`src/rtl/coin_change_dispenser.sv`:
```
`timescale 1ns/1ps
// Change payout: pays change_amount as 1/2/5 zl coins, largest first, tracking per-coin inventory.
// Latency: start -> SELECT next cycle -> coin_valid one cycle later; zero amount gives done two cycles after start.
// Backpressure: coin_valid/coin_out hold until coin_ack; the hopper may stall forever, start is ignored while busy.
module coin_change_dispenser #(
    parameter int CNT_W      = 8,
    parameter int INIT_CNT1  = 10,
    parameter int INIT_CNT2  = 10,
    parameter int INIT_CNT5  = 10,
    parameter int GAP_CYCLES = 2
) (
    input  logic             clk,
    input  logic             reset,
    input  logic             start,
    input  logic [CNT_W-1:0] change_amount,
    output logic [2:0]       coin_out,
    output logic             coin_valid,
    input  logic             coin_ack,
    input  logic             refill_valid,
    input  logic [2:0]       refill_sel,
    output logic             busy,
    output logic             done,
    output logic             error,
    output logic [CNT_W-1:0] shortfall,
    output logic [CNT_W-1:0] coins_paid,
    output logic [CNT_W-1:0] cnt1,
    output logic [CNT_W-1:0] cnt2,
    output logic [CNT_W-1:0] cnt5
);

    typedef enum logic [2:0] {
        S_IDLE,
        S_SELECT,
        S_ISSUE,
        S_GAP,
        S_DONE,
        S_FAIL
    } state_t;

    localparam int               GAP_W    = (GAP_CYCLES > 1) ? $clog2(GAP_CYCLES) : 1;
    localparam logic [GAP_W-1:0] GAP_LOAD = GAP_W'((GAP_CYCLES > 0) ? GAP_CYCLES - 1 : 0);
    localparam logic [CNT_W-1:0] CNT_MAX  = {CNT_W{1'b1}};
    localparam logic [CNT_W-1:0] ONE      = CNT_W'(1);
    localparam logic [CNT_W-1:0] TWO      = CNT_W'(2);
    localparam logic [CNT_W-1:0] FIVE     = CNT_W'(5);
    localparam logic [2:0]       COIN1    = 3'b001;
    localparam logic [2:0]       COIN2    = 3'b010;
    localparam logic [2:0]       COIN5    = 3'b100;

    state_t           state_q, state_d;
    logic [CNT_W-1:0] remaining_q, remaining_d;
    logic [CNT_W-1:0] shortfall_q, shortfall_d;
    logic [CNT_W-1:0] coins_paid_q, coins_paid_d;
    logic [CNT_W-1:0] cnt1_q, cnt1_d;
    logic [CNT_W-1:0] cnt2_q, cnt2_d;
    logic [CNT_W-1:0] cnt5_q, cnt5_d;
    logic [2:0]       coin_out_q, coin_out_d;
    logic             coin_valid_q, coin_valid_d;
    logic [GAP_W-1:0] gap_q, gap_d;

    logic             refill_ok;
    logic [CNT_W-1:0] denom;

    assign refill_ok = refill_valid &&
                       ((refill_sel == COIN1) || (refill_sel == COIN2) || (refill_sel == COIN5));

    // Value in zl of the coin currently offered to the hopper.
    assign denom = coin_out_q[2] ? FIVE : (coin_out_q[1] ? TWO : ONE);

    // State and datapath registers; reset restores the factory inventory and drops any pending coin.
    always_ff @(posedge clk or posedge reset) begin
        if (reset) begin
            state_q      <= S_IDLE;
            remaining_q  <= '0;
            shortfall_q  <= '0;
            coins_paid_q <= '0;
            cnt1_q       <= CNT_W'(INIT_CNT1);
            cnt2_q       <= CNT_W'(INIT_CNT2);
            cnt5_q       <= CNT_W'(INIT_CNT5);
            coin_out_q   <= 3'b000;
            coin_valid_q <= 1'b0;
            gap_q        <= '0;
        end else begin
            state_q      <= state_d;
            remaining_q  <= remaining_d;
            shortfall_q  <= shortfall_d;
            coins_paid_q <= coins_paid_d;
            cnt1_q       <= cnt1_d;
            cnt2_q       <= cnt2_d;
            cnt5_q       <= cnt5_d;
            coin_out_q   <= coin_out_d;
            coin_valid_q <= coin_valid_d;
            gap_q        <= gap_d;
        end
    end

    // Next-state: greedy coin selection, hopper handshake, inter-coin gap and idle-time refills.
    always_comb begin
        state_d      = state_q;
        remaining_d  = remaining_q;
        shortfall_d  = shortfall_q;
        coins_paid_d = coins_paid_q;
        cnt1_d       = cnt1_q;
        cnt2_d       = cnt2_q;
        cnt5_d       = cnt5_q;
        coin_out_d   = coin_out_q;
        coin_valid_d = coin_valid_q;
        gap_d        = gap_q;

        case (state_q)
            S_IDLE: begin
                // Refill and start may coincide; SELECT then sees the refilled count.
                if (refill_ok) begin
                    if (refill_sel[0] && (cnt1_q != CNT_MAX)) cnt1_d = cnt1_q + ONE;
                    if (refill_sel[1] && (cnt2_q != CNT_MAX)) cnt2_d = cnt2_q + ONE;
                    if (refill_sel[2] && (cnt5_q != CNT_MAX)) cnt5_d = cnt5_q + ONE;
                end
                if (start) begin
                    remaining_d  = change_amount;
                    coins_paid_d = '0;
                    shortfall_d  = '0;
                    state_d      = S_SELECT;
                end
            end
            S_SELECT: begin
                if (remaining_q == '0) begin
                    shortfall_d = '0;
                    state_d     = S_DONE;
                end else if ((remaining_q >= FIVE) && (cnt5_q != '0)) begin
                    coin_out_d   = COIN5;
                    coin_valid_d = 1'b1;
                    state_d      = S_ISSUE;
                end else if ((remaining_q >= TWO) && (cnt2_q != '0)) begin
                    coin_out_d   = COIN2;
                    coin_valid_d = 1'b1;
                    state_d      = S_ISSUE;
                end else if (cnt1_q != '0) begin
                    // remaining is non-zero here, so it is at least 1.
                    coin_out_d   = COIN1;
                    coin_valid_d = 1'b1;
                    state_d      = S_ISSUE;
                end else begin
                    shortfall_d = remaining_q;
                    state_d     = S_FAIL;
                end
            end
            S_ISSUE: begin
                if (coin_ack) begin
                    // Selection guaranteed denom <= remaining and a non-empty counter.
                    remaining_d = remaining_q - denom;
                    if (coin_out_q[2])      cnt5_d = cnt5_q - ONE;
                    else if (coin_out_q[1]) cnt2_d = cnt2_q - ONE;
                    else                    cnt1_d = cnt1_q - ONE;
                    if (coins_paid_q != CNT_MAX) coins_paid_d = coins_paid_q + ONE;
                    coin_valid_d = 1'b0;
                    coin_out_d   = 3'b000;
                    if (GAP_CYCLES > 0) begin
                        gap_d   = GAP_LOAD;
                        state_d = S_GAP;
                    end else begin
                        state_d = S_SELECT;
                    end
                end
            end
            S_GAP: begin
                if (gap_q == '0) state_d = S_SELECT;
                else             gap_d   = gap_q - GAP_W'(1);
            end
            S_DONE:  state_d = S_IDLE;
            S_FAIL:  state_d = S_IDLE;
            default: state_d = S_IDLE;
        endcase
    end

    assign coin_out   = coin_out_q;
    assign coin_valid = coin_valid_q;
    assign busy       = (state_q != S_IDLE);
    assign done       = (state_q == S_DONE) || (state_q == S_FAIL);
    assign error      = (state_q == S_FAIL);
    assign shortfall  = shortfall_q;
    assign coins_paid = coins_paid_q;
    assign cnt1       = cnt1_q;
    assign cnt2       = cnt2_q;
    assign cnt5       = cnt5_q;

endmodule

```
`config.mk`:
```
export PLATFORM = sky130hd
export DESIGN_NAME = coin_change_dispenser
export DESIGN_NICKNAME = d
export VERILOG_FILES = /design/src/rtl/coin_change_dispenser.sv
export SDC_FILE = /design/constraint.sdc
export NUM_CORES = 1
export LEC_CHECK = 0
export ABC_AREA = 1
export CAP_MARGIN = 20
export CELL_PAD_IN_SITES_DETAIL_PLACEMENT = 1
export CELL_PAD_IN_SITES_GLOBAL_PLACEMENT = 2
export CORE_MARGIN = 2
export CORE_UTILIZATION = 34
export CTS_BUF_LIST = sky130_fd_sc_hd__clkbuf_4 sky130_fd_sc_hd__clkbuf_8
export CTS_CLUSTER_SIZE = 24
export DETAILED_ROUTE_END_ITERATION = 7
export PLACE_DENSITY_LB_ADDON = 0.1
export SKIP_CTS_REPAIR_TIMING = 1
export SLEW_MARGIN = 20
export SYNTH_ARGS = -nofsm -noshare
export SYNTH_HDL_FRONTEND = slang
export SYNTH_SLANG_ARGS = --single-unit
```
`constraint.sdc`:
```
create_clock -name clk -period 5 [get_ports clk]
set_input_delay 1 -clock clk [delete_from_list [all_inputs] [get_ports clk]]
set_output_delay 1 -clock clk [all_outputs]
set_load 0.005 [all_outputs]
```
==> run_results.csv <==
group,metric,value,unit
power,total_power,3250,uW
synth,synth_nets,586,
place,port_buffers,62,
floorplanning,io_pins,63,
critical_path,crit_fanout,22,
synth,synth_edf_count,0,
synth,synth_area,3980,sq um
drt,wirelength,11.3,mm
timing,layout_min_cycle_time,3270,ps
finish,area_delta_synth_final,21.5,%
critical_path,worst-path-buf-inv,2,
synth,synthTopCellsByArea,"dfrtp_1, nand2_1, ha_1",
place,place.gp.congestion,0.826,
timing,maxClockFrequency,306,MHz
global_routing,grt_pass1_wl,19.4,mm
critical_path,timing.critical_path.depth,11,
global_routing,grt_max_degree,33,
finish,stdcell_area,4840,sq um
cts,cts_buffer_depth,2,
drt,vias,3725,
timing,hold_viol,0,
cts,htree_levels,2,
power,swShare,50.5,%
synth,ys_seq_area_share,35.4,%
power,power.density,671,nW/um^2
cts,clk_latency,330,ps
floorplanning,start_util,34.9,%
place,dpl-instance-area,4750,sq um
drt,drtIter0Drc,97,
timing,relSlewSlack,42.9,%
timing,rsz0062_at_grt,"false",
critical_path,reg2reg_depth,11,
critical_path,worstPathRequired,5230,ps
cts,cts_tree,"built",
power,leakage,0.00248,uW
critical_path,max_stage_delay,890,ps
flow_run,cap_violations,0,
critical_path,path_class,"reg2reg",
global_routing,grt_usage,18.8,%
critical_path,cp-start-kind,"flop",
critical_path,cp-end-kind,"flop",
power,p_int,1610,uW
finish,final_core_util,42.4,%
drt,drtAntennaViolNets,0,
timing,setup_slack,1730,ps
place,dp_hpwl,8.66,mm
synth,synth_cell_types,36,
drt,detailedRoute.firstPassIterationCount,4,
place,place_ws,1640,ps
synth,async_flop_share,100,%
synth,ys_warn_count,0,
timing,tns,0,ps
critical_path,critical_path.most_common_cell,"nand2_1",
critical_path,cp_data_arrival_time,3500,ps
critical_path,cpLargestDelayFamily,"buffers and inverters",
global_routing,antenna_found_initial,0,
timing,drv_slew,0,
cts,root_buffer,"clkbuf_8",
synth,avgSynthCellArea,7.32,sq um
cts,cts_buffers,5,
worst_hold_path,hp-class,"reg2reg",
drt,drc,0,
synth,yosysTopAreaCellShare,31.4,%
power,seqPwrFrac,27.1,%
synth,ys_ff_latch,56,
floorplanning,die_h,112,microns
critical_path,path_cells,"inv_2, nand3_2, inv_1, ha_1, a21o_1, a21boi_0, nand2_1, nand2_1, nand2_1, nand2_1, nand2_1",
worst_hold_path,hold_depth,2,
floorplanning,dieWidth,112,microns
finish,nNetsFinal,649,
power,clockPowerShare,8.5,%
global_routing,gr-total-overflow,0,
synth,synth_top_area_cell,"dfrtp_1",
critical_path,slowest_stage,"inv_1",
power,vdd_drop_max,0.000273,V
timing,fin_crit_sh,65.4,%
timing,worst_slew_pin_slew,855,ps
synth,netlist_instances,544,
cts,cts.sinks,56,
drt,wl_per_cell,15.1,microns
finish,antenna_cells,0,
floorplanning,dieArea,12600,sq um
power,p_comb_share,64.4,%
cts,clkTransAtPathRegs,120,ps
drt,via_per_inst,4.96,
run_status,outcome,"finished clean",
timing,skew,12.0,ps
timing,setup_viol,0,
finish,drive_gt1_share,7.07,%
global_routing,first_global_vias,3982,
synth,synth-main-ff-cell,"dfrtp_1",
floorplanning,core.rowCount,39,
floorplanning,core_area,11400,sq um
power,power_switching,1640,uW
## final cells by class
class | instances | area, sq um
clock inverters | 3 | 23.8
well taps | 143 | 179
clock buffers | 5 | 68.8
flip-flops and latches | 56 | 1410
fillers | 1483 | 6580
multi-input cells | 416 | 2280
inverters | 64 | 240
repair buffers | 64 | 636
## power by group through the flow
stage               logic (uW)  registers (uW)  clock network, uW
floorplan                 1470             832                  0
global placement          2060             890                  0
detailed placement        2130             895                  0
CTS                       2140             887                285
global route              2400             919                301
finish                    2090             880                275
## worst register-to-register path, delay by kind of cell, from the launching register on
family	cells	cell delay [ps]
fa+ha+maj	1	440
compound gates	2	430
simple gates	6	830
buf+inv	2	1010
flops	1	460
## routing by layer
metal  track usage (%)  wire length [microns]  up-vias
met5                 0                      0        -
met4              5.45                    187        0
met3              1.84                    199       12
met2              32.8                   5500       48
met1              24.9                   5440     1791
li1                  -                      -     1874
## worst paths after layout
path | from | to | slack [ps]
max in group asynchronous | reset | cnt5[1]$_DFFE_PP1P_ | 3070
setup reg to reg | state_q[2]$_DFFE_PP0P_ | cnt5[7]$_DFFE_PP0P_ | 1730
min in group asynchronous | reset | state_q[0]$_DFFE_PP0P_ | 1040
hold / removal | shortfall[0]$_DFFE_PP0P_ | shortfall[0]$_DFFE_PP0P_ | 480
setup / recovery | state_q[2]$_DFFE_PP0P_ | cnt5[7]$_DFFE_PP0P_ | 1730
hold reg to reg | shortfall[0]$_DFFE_PP0P_ | shortfall[0]$_DFFE_PP0P_ | 480
## cells by family (layout without fill, tap and decap cells)
group	Yosys count	after routing	share of synthesized area, %
buf+inv	72	136	7.32
xor+xnor	25	25	5.50
simple gates	301	301	33.2
compound gates	64	64	9.67
fa+ha+maj	26	26	8.92
flops	56	56	35.4
## through the flow
step | cells | hold slack [ps]
after floorplan | 544 | 465
after global placement | 743 | 456
after detailed placement | 743 | 459
after CTS | 751 | 487
after global routing | 751 | 512
final | 751 | 482
## sequential cells by signal (all words and copies together) (netlist names)
signal and count:
state_q 3, remaining_q 8, coin_valid 1, gap_q 1, cnt5 8, cnt1 8, coins_paid 8, shortfall 8
coin_out 3, cnt2 8
## placed cells by master (no fill, tap or decap), drive strengths merged
| master | instances |
|---|---|
| nand2 | 189 |
| inv | 64 |
| clkdlybuf4s50 | 62 |
| nor2 | 52 |
| dfrtp | 50 |
| nand3 | 36 |
| a21oi | 23 |
| ha | 22 |
| o21ai | 21 |
| nand4 | 17 |
| xor2 | 17 |
| xnor2 | 8 |
| dfstp | 6 |
| o22ai | 5 |
| clkbuf | 5 |
| a31oi | 4 |
| fa | 4 |
| nor3 | 3 |
| a21o | 3 |
| nand3b | 3 |
| o211ai | 3 |
| a21boi | 2 |
| o21a | 2 |
| clkinvlp | 2 |
| buf | 2 |
| and2 | 1 |
| o21bai | 1 |
| clkinv | 1 |
## synth_stat cells (2+ instances only)
cell type	instances
a21oi_1	20
nand2_2	6
nor3_1	3
dfstp_2	6
nor2_2	3
buf_2	5
dfrtp_1	50
nor2_1	44
o21a_1	2
a21oi_2	2
inv_1	61
xnor2_1	8
a21o_1	3
xor2_1	17
o22ai_1	5
o21ai_0	16
o21ai_1	3
ha_1	22
a31oi_1	4
nand2_1	183
inv_2	3
nor2_4	4
o211ai_1	3
nand3_1	32
nand3b_1	3
a21boi_0	2
fa_1	4
o21ai_2	2
buf_4	2
nand4_1	17
nand3_2	4
Note: power is estimated with default switching activity, not from simulation.
